File: src/rtl/execute_cycle.sv
// execute_cycle: execute stage of a five-stage RISC-V pipeline.
// Resolves operand forwarding, runs the ALU, and resolves beq branches.
// Results are registered into the EX/MEM pipeline register.
// The ID/EX register cannot be flushed, so a taken branch kills the two
// wrong-path instructions behind it using a small squash counter.
// Optional feature macro: EXECUTE_FORWARDING_EN. When it is defined, the
// M/W forwarding muxes are built. When it is undefined, register operands
// are used exactly as they arrive from ID/EX.
module execute_cycle (
  input  logic        clk,
  input  logic        rst,
  input  logic        RegWriteE,
  input  logic        ALUSrcE,
  input  logic        MemWriteE,
  input  logic        ResultSrcE,
  input  logic        BranchE,
  input  logic [2:0]  ALUControlE,
  input  logic [31:0] RD1_E,
  input  logic [31:0] RD2_E,
  input  logic [31:0] Imm_Ext_E,
  input  logic [31:0] PCE,
  input  logic [31:0] PCPlus4E,
  input  logic [4:0]  RD_E,
  input  logic [4:0]  Rs1_E,
  input  logic [4:0]  Rs2_E,
  input  logic        RegWriteW,
  input  logic [4:0]  RDW,
  input  logic [31:0] ResultW,
  output logic        PCSrcE,
  output logic [31:0] PCTargetE,
  output logic        SquashE,
  output logic        RegWriteM,
  output logic        MemWriteM,
  output logic        ResultSrcM,
  output logic [4:0]  RD_M,
  output logic [31:0] ALUResultM,
  output logic [31:0] WriteDataM,
  output logic [31:0] PCPlus4M
);

  localparam logic [2:0] ALU_ADD = 3'b000;
  localparam logic [2:0] ALU_SUB = 3'b001;
  localparam logic [2:0] ALU_AND = 3'b010;
  localparam logic [2:0] ALU_OR  = 3'b011;
  localparam logic [2:0] ALU_SLT = 3'b101;

  // Squash counter values: load on a taken branch, count down while killing.
  localparam logic [1:0] SQ_IDLE = 2'd0;
  localparam logic [1:0] SQ_LOAD = 2'd2;

  // 32-bit wrapping ALU. Undefined op codes return zero.
  function automatic logic [31:0] alu_f(input logic [2:0]  op,
                                        input logic [31:0] a,
                                        input logic [31:0] b);
    logic [31:0] r;
    case (op)
      ALU_ADD: r = a + b;
      ALU_SUB: r = a - b;
      ALU_AND: r = a & b;
      ALU_OR:  r = a | b;
      ALU_SLT: r = ($signed(a) < $signed(b)) ? 32'd1 : 32'd0;
      default: r = 32'd0;
    endcase
    return r;
  endfunction

  // EX/MEM pipeline register state
  logic        reg_write_q, reg_write_d;
  logic        mem_write_q, mem_write_d;
  logic        result_src_q, result_src_d;
  logic [4:0]  rd_q, rd_d;
  logic [31:0] alu_result_q, alu_result_d;
  logic [31:0] write_data_q, write_data_d;
  logic [31:0] pc_plus4_q, pc_plus4_d;
  logic [1:0]  sq_q, sq_d;

  // Operand datapath
  logic [31:0] src_a_s;
  logic [31:0] rd2_fwd_s;
  logic [31:0] src_b_s;
  logic [31:0] alu_result_s;
  logic        zero_s;
  logic        squash_s;
  logic        pc_src_s;

`ifdef EXECUTE_FORWARDING_EN
  logic hit_m_a_s, hit_w_a_s, hit_m_b_s, hit_w_b_s;

  // A hit needs a live writer and a non-zero index, because x0 is never forwarded.
  assign hit_m_a_s = reg_write_q && (rd_q != 5'd0) && (rd_q == Rs1_E);
  assign hit_w_a_s = RegWriteW   && (RDW  != 5'd0) && (RDW  == Rs1_E);
  assign hit_m_b_s = reg_write_q && (rd_q != 5'd0) && (rd_q == Rs2_E);
  assign hit_w_b_s = RegWriteW   && (RDW  != 5'd0) && (RDW  == Rs2_E);

  // Forward source A. The younger M-stage result has priority over W.
  always_comb begin
    src_a_s = RD1_E;
    if (hit_m_a_s) begin
      src_a_s = alu_result_q;
    end else if (hit_w_a_s) begin
      src_a_s = ResultW;
    end else begin
      src_a_s = RD1_E;
    end
  end

  // Forward source B (store data and register operand). M has priority over W.
  always_comb begin
    rd2_fwd_s = RD2_E;
    if (hit_m_b_s) begin
      rd2_fwd_s = alu_result_q;
    end else if (hit_w_b_s) begin
      rd2_fwd_s = ResultW;
    end else begin
      rd2_fwd_s = RD2_E;
    end
  end
`else
  logic unused_fwd_s;

  // Without forwarding, hazards are the responsibility of software or NOP insertion.
  assign src_a_s      = RD1_E;
  assign rd2_fwd_s    = RD2_E;
  assign unused_fwd_s = ^{RegWriteW, RDW, ResultW, Rs1_E, Rs2_E};
`endif

  // The immediate selects only the ALU B input. Store data always uses RD2.
  assign src_b_s      = ALUSrcE ? Imm_Ext_E : rd2_fwd_s;
  assign alu_result_s = alu_f(ALUControlE, src_a_s, src_b_s);
  assign zero_s       = (alu_result_s == 32'd0);

  // A killed branch must neither redirect fetch nor restart the squash window.
  assign squash_s  = (sq_q != SQ_IDLE);
  assign pc_src_s  = BranchE & zero_s & ~squash_s;
  assign PCSrcE    = pc_src_s;
  assign PCTargetE = PCE + Imm_Ext_E;
  assign SquashE   = squash_s;

  // Squash counter next state: reload on a taken branch, otherwise drain to idle.
  always_comb begin
    sq_d = sq_q;
    if (pc_src_s) begin
      sq_d = SQ_LOAD;
    end else if (sq_q != SQ_IDLE) begin
      sq_d = sq_q - 2'd1;
    end else begin
      sq_d = SQ_IDLE;
    end
  end

  // EX/MEM next state. A killed instruction keeps its data but loses its side effects.
  always_comb begin
    reg_write_d  = RegWriteE & ~squash_s;
    mem_write_d  = MemWriteE & ~squash_s;
    result_src_d = ResultSrcE;
    rd_d         = RD_E;
    alu_result_d = alu_result_s;
    write_data_d = rd2_fwd_s;
    pc_plus4_d   = PCPlus4E;
  end

  // EX/MEM pipeline register and squash counter. The asynchronous reset drops any pending squash.
  always_ff @(posedge clk or negedge rst) begin
    if (!rst) begin
      reg_write_q  <= 1'b0;
      mem_write_q  <= 1'b0;
      result_src_q <= 1'b0;
      rd_q         <= 5'd0;
      alu_result_q <= 32'd0;
      write_data_q <= 32'd0;
      pc_plus4_q   <= 32'd0;
      sq_q         <= SQ_IDLE;
    end else begin
      reg_write_q  <= reg_write_d;
      mem_write_q  <= mem_write_d;
      result_src_q <= result_src_d;
      rd_q         <= rd_d;
      alu_result_q <= alu_result_d;
      write_data_q <= write_data_d;
      pc_plus4_q   <= pc_plus4_d;
      sq_q         <= sq_d;
    end
  end

  assign RegWriteM  = reg_write_q;
  assign MemWriteM  = mem_write_q;
  assign ResultSrcM = result_src_q;
  assign RD_M       = rd_q;
  assign ALUResultM = alu_result_q;
  assign WriteDataM = write_data_q;
  assign PCPlus4M   = pc_plus4_q;

endmodule

File: config.mk
export PLATFORM = sky130hd
export DESIGN_NAME = execute_cycle
export DESIGN_NICKNAME = d
export VERILOG_FILES = /design/src/rtl/execute_cycle.sv
export SDC_FILE = /design/constraint.sdc
export NUM_CORES = 1
export LEC_CHECK = 0
export CORE_MARGIN = 8
export CORE_UTILIZATION = 30
export CTS_CLUSTER_SIZE = 40
export DETAILED_ROUTE_END_ITERATION = 10
export HOLD_SLACK_MARGIN = 0.08
export MAX_ROUTING_LAYER = met4
export PLACE_DENSITY = 0.64
export SETUP_SLACK_MARGIN = 0.5
export SLEW_MARGIN = 20
export SYNTH_ARGS = -nofsm -noshare
export SYNTH_HDL_FRONTEND = slang
export SYNTH_SLANG_ARGS = --single-unit
File: constraint.sdc
create_clock -name clk -period 7.1 [get_ports clk]
set_input_delay 1.42 -clock clk [delete_from_list [all_inputs] [get_ports clk]]
set_output_delay 1.42 -clock clk [all_outputs]
set_load 0.005 [all_outputs]
# After elaboration in Yosys (flattened, before gate mapping)
# Index checks and enable logic that the tools add are counted.
[word_totals]
elab_cells = 32
input_bits = 223
reg_bits = 106
[op_classes]
add_sub_neg = 4
n_bitwise = 7
eq_ne = 4
magnitude_cmp = 1
n_reduce_logical = 3
muxes = 5
[ops]
columns = ["op", "n"]
rows = [
  ["32-bit one-hot mux with 5 select lines", 1],
  ["32-bit adder", 2],
  ["32-bit AND", 1],
  ["32-bit zero test", 1],
  ["32-bit < comparator", 1],
  ["32-bit two-way mux", 1],
  ["32-bit bitwise OR", 1],
  ["32-bit subtractor", 1],
  ["3-bit by 2-bit == test with 1-bit output (second input constant)", 2],
  ["1-bit AND", 4],
  ["2-bit two-way mux", 2],
  ["3-bit by 1-bit == test with 1-bit output (second input constant)", 1],
  ["3-bit == test (second input constant)", 1],
  ["3-bit zero test", 1],
  ["2-bit nonzero test", 1],
  ["2-bit by 1-bit subtractor with 2-bit output (second input constant)", 1],
  ["1-bit two-way mux", 1],
  ["1-bit NOT", 1],
]

# Longest topological paths before layout
# Gate-level depths: netlist (run 1).
[depth]
word_depth = 8
depth_mapped = 17
mapped_depth_nobuf = 16

# Least setup slack after synthesis (run 1)
# OpenSTA, ideal clock, no wires.
[synth_timing]
kind = "in2out"
startpoint = "in ALUSrcE"
endpoint = "out PCSrcE"
stages = 16
slack_ps = -12
arrival_time_ps = 5692
required_time_ps = 5680
n_path_buf = 2
cell_sequence = "clkbuf_1 buf_1 mux2i_1 inv_1 fa_1 or2_4 a211oi_2 o211ai_2 o211a_1 a2111o_1 a211oi_2 o22ai_1 or4_4 nor4_2 nand4_1 nor3_1"
[synth_via]
elab_chain_cells = 7
elab_cells_between_ends = 11
cone_classes = "2 x add/sub; 1 x order compare; 3 x mux; 4 x bitwise; 1 x reduce/logical"
[synth_lines]
columns = ["item", "line", "rtl"]
rows = [
  ["start: declaration", "13", "input logic ALUSrcE,"],
  ["32-bit two-way mux (*)", "128", "assign src_b_s = ALUSrcE ? Imm_Ext_E : rd2_fwd_s;"],
  ["32-bit < comparator", "61", "ALU_SLT: r = ($signed(a) < $signed(b)) ? 32'd1 : 32'd0;"],
  ["1-bit two-way mux", "61", ""],
  ["32-bit one-hot mux with 5 select lines (*)", "56", "case (op)"],
  ["named net alu_result_d[0]", "72", "logic [31:0] alu_result_q, alu_result_d;"],
  ["32-bit zero test (*)", "130", "assign zero_s = (alu_result_s == 32'd0);"],
  ["1-bit AND (*) (2 in series)", "134", "assign pc_src_s = BranchE & zero_s & ~squash_s;"],
  ["end: declaration", "29", "output logic PCSrcE,"],
]
# The timed path passes the listed nets; every way through them passes the cells marked *.

# Final worst setup path (run 1)
[layout_timing]
startpoint = "in ALUSrcE"
endpoint = "out PCSrcE"
[layout_via]
elab_cells_between_ends = 11
cone_classes = "2 x add/sub; 1 x order compare; 3 x mux; 4 x bitwise; 1 x reduce/logical"
[layout_rtl]
columns = ["item", "line", "rtl"]
rows = [
  ["32-bit two-way mux (*)", "128", ""],
  ["32-bit subtractor (tied with other cells)", "58", "ALU_SUB: r = a - b;"],
  ["32-bit one-hot mux with 5 select lines (*)", "56", ""],
  ["named net alu_result_d[4]", "72", ""],
  ["32-bit zero test (*)", "130", ""],
  ["1-bit AND (*) (2 in series)", "134", ""],
]
# Marks and branches as above.

==> metrics.cfg, run 1 <==
[yosys]
syn_area_sq_mm=0.00970
avgSynthCellArea_sq_um=8.54
yosysWarningCount=0
ys.flop_type=dfrtp_1
synth_nets=1502
yosys.area.top_type=dfrtp_1
synth-edff-count=0
synth_cell_types=77
syn_inst=1136
ys_seq_area_share_pct=27.3
ys_ff_latch=106
synth_top_area_share_pct=27.3
async_flop_share_pct=100
synth_area_leaders=dfrtp_1, ha_1, a21oi_1

[timing]
fin_ws_ns=-0.0610
finalHoldViolations=0
relSlewSlack_pct=44.1
fin_skew_ns=0.00421
drv_slew=0
rsz0062_at_grt=yes
holdWs_ns=0.465
fmax_ghz=0.140
min_period_over_period_pct=101
setup_viol=1
tightest_slew_ns=0.838
post-route-min-period_ns=7.16

[power]
vdd_drop_max_mv=0.132
p_int_mw=1.59
p_leak_nw=7.39
p_seq_share_pct=27.1
swShare_pct=34.7
power_mw=2.43
p_clk_share_pct=22.3
powerDensity_mw_per_mm2=153
p_switching_mw=0.844
p_comb_share_pct=50.6

[clock_tree]
cts_made_buffers=9
clkTransAtPathRegs_ns=0.07
clk_latency_ns=0.36
ctsHoldBuffers=0
ctsRootBufferMaster=clkbuf_16
clkSinkCount=106
cts_tree=yes
clk_path_buf_depth=2
cts_max_level=3

[placed_design]
port_buffers=312
gp_congestion=0.938
dpl_worst_slack_ns=-0.713
dp_hpwl_um=32100

[detailed_routing]
drcViolationCount=0
vias_per_cell=5.00
wl_per_cell_um=18.4
wl_um=38700
num_vias=10500
dr.pass1.iters=5
drtIter0Drc=681
antenna_left=0

[floorplanning]
die_area_sq_mm=0.0384
core_area_sq_mm=0.0322
io_pins=361
die_h_um=196
rows=66
die_x_um=196
start_util_pct=30.1

[critical_path]
setup.worst_path.end_class=output pin
critPathLaunchType=primary input
worstSetupPathType=in2out
path_max_fanout=5
cp.required_ns=5.68
critical_path_arrival_ns=5.74

[layout]
final_layout_size_suffix_gt1_share_pct=21.5
final_common_cell=clkdlybuf4s50_1
nFillCells=3061
final_core_util_pct=49.3
seqCellArea_sq_mm=0.00265
syn2layout_area_growth_pct=63.6
finalNetCount=2054
multi_input_comb_area_sq_mm=0.00675
final_cell_mix=clkdlybuf4s50_1, buf_4, ha_1
n_antenna_cell=0

[flow_run]
cap_violations=0

[status]
status=finished, violations left
violations=setup timing

[global_routing]
grt_overflow_total=0
grt_pass1_wl_um=59900
grtUsageTotal_pct=20.2
grt_pass1_vias=10700
antenna_found_initial=0
grt_max_degree=62

[min_path]
hp-class=reg2reg

## state kept, by name, summed over array words and instances, names as in the netlist
name        cells
WriteDataM     32
sq_q            2
MemWriteM       1
PCPlus4M       32
ALUResultM     32
ResultSrcM      1
RegWriteM       1
RD_M            5
## worst max-delay path, cell delays in order
cell and delay (ns):
buf_6 0.07, buf_12 0.12, buf_8 0.13, mux2i_4 0.34, inv_2 0.09, fa_2 0.37
or2_4 0.26, buf_4 0.15, a21oi_1 0.14, a22oi_1 0.14, xnor2_1 0.17, o22ai_1 0.15
or4_1 0.56, or4_4 0.45, or4_4 0.44, nor4_4 0.21, nand4_1 0.20, nor3_2 0.16
buf_2 0.15
## power by group through the flow
stage / combinational (mW) / clock (mW) / sequential, mW
detailed placement: 1.17 / 0 / 0.672
floorplan: 0.513 / 0 / 0.677
finish: 1.23 / 0.542 / 0.659
global placement: 1.15 / 0 / 0.670
CTS: 1.21 / 0.567 / 0.659
global route: 1.34 / 0.583 / 0.663
## cell type report
type	count	share of cell area, %
Multi-Input combinational cell	874	42.5
Timing Repair Buffer	590	33.1
Sequential cell	106	16.7
Tap cell	408	3.22
Inverter	107	2.55
Clock buffer	10	1.51
Clock inverter	5	0.394
## per-layer routing
layer  GRT usage (%)  wire length (um)  vias up
met2            32.3             17800      357
met3            3.12              2210       47
li1                -                 -     5158
met1            26.3             17800     4935
met4            5.84               837        0
met5               -                 0        -
## per-stage QoR
stage / instances / cell area [sq um] / TNS, ns
final: 2100 / 15900 / -0.0610
after global routing: 2100 / 15900 / -0.267
after CTS: 2096 / 15700 / -0.0589
after detailed placement: 2065 / 15100 / -0.713
after global placement: 2065 / 15100 / -0.618
after floorplan: 1136 / 9730 / 0
## worst paths after layout
path	startpoint	to	slack [ns]	cells after the start
worst max-delay path	ALUSrcE	PCSrcE	-0.06	19
max in group asynchronous	rst	PCPlus4M[29]	4.81	2
worst min register to register	sq_q[0]	sq_q[0]	0.47	1
worst max register to register	sq_q[1]	sq_q[1]	4.00	9
worst min-delay path	sq_q[0]	sq_q[0]	0.47	1
min in group asynchronous	rst	WriteDataM[3]	1.14	1
## cell usage after synthesis (11+ instances only)
library cell,number
o22ai_1,14
nor3_1,33
inv_1,106
clkbuf_1,31
nand2b_1,14
mux2i_1,42
nor2b_1,23
a21oi_1,87
nand2_1,70
xnor2_1,34
o21a_1,13
a21o_1,23
ha_1,140
o21ai_0,64
nand3_1,26
dfrtp_1,106
nor2_1,71
nor4_1,13
and3_1,11
o21bai_1,14
o211ai_1,25
## cell families (layout without fill, tap and decap cells)
| family | Yosys count | after routing | synth area share (%) |
|---|---|---|---|
| adder cells (fa/ha/maj) | 143 | 143 | 18.7 |
| AO/OA/AOI/OAI | 331 | 331 | 22.7 |
| buffers and inverters | 156 | 712 | 6.40 |
| XOR/XNOR | 44 | 44 | 3.97 |
| flip-flops | 106 | 106 | 27.3 |
| AND/OR/NAND/NOR | 313 | 313 | 16.4 |
| multiplexers | 43 | 43 | 4.56 |
## repair_timing
item,4_1_cts,5_1_grt
gates resized for setup,53,24
setup endpoints to repair,2,4
buffers inserted,16,4
gates cloned,0,0
pin swaps,21,8
Power figures use the tool's default switching activity.
==> run 2: changes to the inputs <==
Settings changed: CELL_PAD_IN_SITES_DETAIL_PLACEMENT set to 1, CELL_PAD_IN_SITES_GLOBAL_PLACEMENT set to 2, CORE_UTILIZATION 30 to 23, PLACE_DENSITY 0.64 to 0.82.
==> run 2 against run 1 <==
  * The flow now finishes without violations
  * Count of clock-buffer cells in the layout fell by 1
  * Die area grew 28%
  * Clock skew down 0.0040 ns
  * Flip-flop and latch count is the same
  * Core utilization shrank 10 points
  * Worst setup slack improved by 0.11 ns
  * Critical path type unchanged
  * Largest cell class unchanged
  * Largest power group unchanged
  * Highest routed layer unchanged
==> metrics.cfg, run 2 (synthesis results as in run 1) <==
[placed_design]
dp_hpwl_um=37300  ; +16%
dpl_worst_slack_ns=-1.01  ; -0.294 ns
dp_cells=2200  ; +6.5%
port_buffers=312  ; unchanged
gp_congestion=0.889  ; -5.2%

[timing]
finalHoldViolations=0  ; unchanged
fin_skew_ns=0.000243  ; -0.00396 ns
relSlewSlack_pct=34.9  ; -9.2 points
fin_ws_ns=0.0507  ; +0.112 ns
rsz0062_at_grt=yes
drv_slew=0  ; unchanged
tightest_slew_ns=0.976  ; +0.137 ns
fmax_ghz=0.142  ; +1.6%
setup_viol=0  ; -1
holdWs_ns=0.463  ; -0.00184 ns
post-route-min-period_ns=7.05  ; -0.112 ns
min_period_over_period_pct=99.3  ; -1.6 points

[global_routing]
grt_pass1_wl_um=68900  ; +15%
grt_overflow_total=0  ; unchanged
grt_max_degree=77  ; +24%
grt_pass1_vias=11900  ; +11%
grtUsageTotal_pct=18.3  ; -1.9 points
antenna_found_initial=5  ; +5

[clock_tree]
cts_max_level=3  ; unchanged
ctsRootBufferMaster=clkbuf_16
clkSinkCount=106  ; unchanged
clk_latency_ns=0.39  ; +0.03 ns
clk_path_buf_depth=2  ; unchanged
cts_made_buffers=9  ; unchanged
cts_tree=yes
clkTransAtPathRegs_ns=0.08  ; about the same

[power]
p_int_mw=1.58  ; -0.62%
p_clk_share_pct=22.1  ; -0.2 points
powerDensity_mw_per_mm2=153  ; +0.16%
p_switching_mw=0.921  ; +9.1%
swShare_pct=36.9  ; +2.1 points
p_leak_nw=7.46  ; +0.91%
p_seq_share_pct=26.4  ; -0.7 points
vdd_drop_max_mv=0.106  ; -20%
p_comb_share_pct=51.4  ; +0.8 points

[detailed_routing]
wl_um=44700  ; +16%
met1_length_um=20200  ; +14%
drtIter0Drc=431  ; -37%
top_layer=met4
dr.pass1.iters=5  ; unchanged
antenna_left=0  ; unchanged
drcViolationCount=0  ; unchanged
met2_wirelength_um=21400  ; +20%
vias_per_cell=4.78  ; -4.5%
wl_per_cell_um=19.9  ; +8.2%
num_vias=10700  ; +2.1%
wl_met3_um=2100  ; -4.9%

[critical_path]
reg2reg_setup_slack_ns=3.95  ; -0.05 ns
worstPathCellList=buf_8 > mux2i_4 > buf_6 > inv_4 > ha_4 > fa_2 > or2_4 > a211oi_4 > o211ai_4 > o211a_1 > buf_4 > a2111o_1 > a211oi_2 > o22ai_2 > or4_4 > nor4_4 > nand4_1 > nor3_2 > buf_2
critical_path_arrival_ns=5.63  ; -0.11 ns
path_max_fanout=3  ; -2
cp.required_ns=5.68  ; about the same
critPathBufInv=5  ; -1
crit_slowest_cell=a2111o_1
worstSetupPathType=in2out
critPathLaunchType=primary input
crit_family=compound AO/OA/AOI/OAI gates
crit_path_max_incr_delay_ns=0.47  ; -0.09 ns
setup.worst_path.end_class=output pin

[floorplanning]
die_area_sq_mm=0.0490  ; +28%
io_pins=361  ; unchanged
start_util_pct=23.2  ; -6.9 points
rows=75  ; +14%
core_area_sq_mm=0.0418  ; +30%
die_h_um=221  ; +13%
die_x_um=221  ; +13%

[min_path]
hp-class=reg2reg

[layout]
final_common_cell=clkdlybuf4s50_1
final_cell_mix=clkdlybuf4s50_1, buf_4, ha_1
fin_cells=2245  ; +6.9%
finalNetCount=2062  ; +0.39%
syn2layout_area_growth_pct=67.8
nFillCells=4849  ; +58%
final_layout_size_suffix_gt1_share_pct=23.7  ; +2.2 points

[flow_run]
cap_violations=0  ; unchanged

[status]
status=finished, final reports clean

==> run 2: cell type report <==
cell class	count	area, sq um	area share (%)
tap	539	674	4.14
clock buffer	9	225	1.38
clock inverter	7	86.3	0.530
sequential	106	2650	16.3
multi-input combinational	874	6920	42.5
inverter	107	407	2.50
antenna	5	12.5	0.0768
timing repair buffer	598	5310	32.6
==> run 2: worst paths after layout <==
check                           startpoint        endpoint  cells past startpoint
worst max-delay path               ALUSrcE          PCSrcE                     19
worst min-delay path               sq_q[0]         sq_q[0]                      1
worst max register to register     sq_q[1]         sq_q[1]                      9
worst min register to register     sq_q[0]         sq_q[0]                      1
max in group asynchronous              rst  WriteDataM[25]                      2
min in group asynchronous              rst   WriteDataM[6]                      1
==> run 2: layer usage <==
layer,vias to the layer above,global-route usage [%]
met4,0,5.73
met1,5216,22.1
met2,273,31.0
met3,42,3.16
li1,5190,-
met5,-,-
==> run 2: power groups by stage <==
stage / sequential (mW) / combinational [mW] / clock [mW]
2_1_floorplan: 0.677 / 0.513 / 0
3_3_place_gp: 0.671 / 1.18 / 0
3_5_place_dp: 0.673 / 1.21 / 0
4_1_cts: 0.661 / 1.26 / 0.588
5_1_grt: 0.665 / 1.40 / 0.601
6_report: 0.660 / 1.28 / 0.553
==> run 2: what timing repair did <==
item,in CTS,in global routing
endpoints found under the setup margin,7,6
gates resized for setup,92,42
buffers inserted,17,7
pin swaps,23,26
hold buffers,0,0
==> run 2: through the flow <==
stage | utilization, % | setup TNS (ns) | area, sq um | power [mW]
6_report | 39.0 | 0 | 16300 | 2.50
5_1_grt | 39.0 | -0.0665 | 16300 | 2.66
4_1_cts | 38.4 | -0.101 | 16000 | 2.51
3_5_place_dp | 36.6 | -1.01 | 15300 | 1.88
3_3_place_gp | 36.6 | -0.922 | 15300 | 1.85
2_1_floorplan | - | 0 | 9730 | 1.19
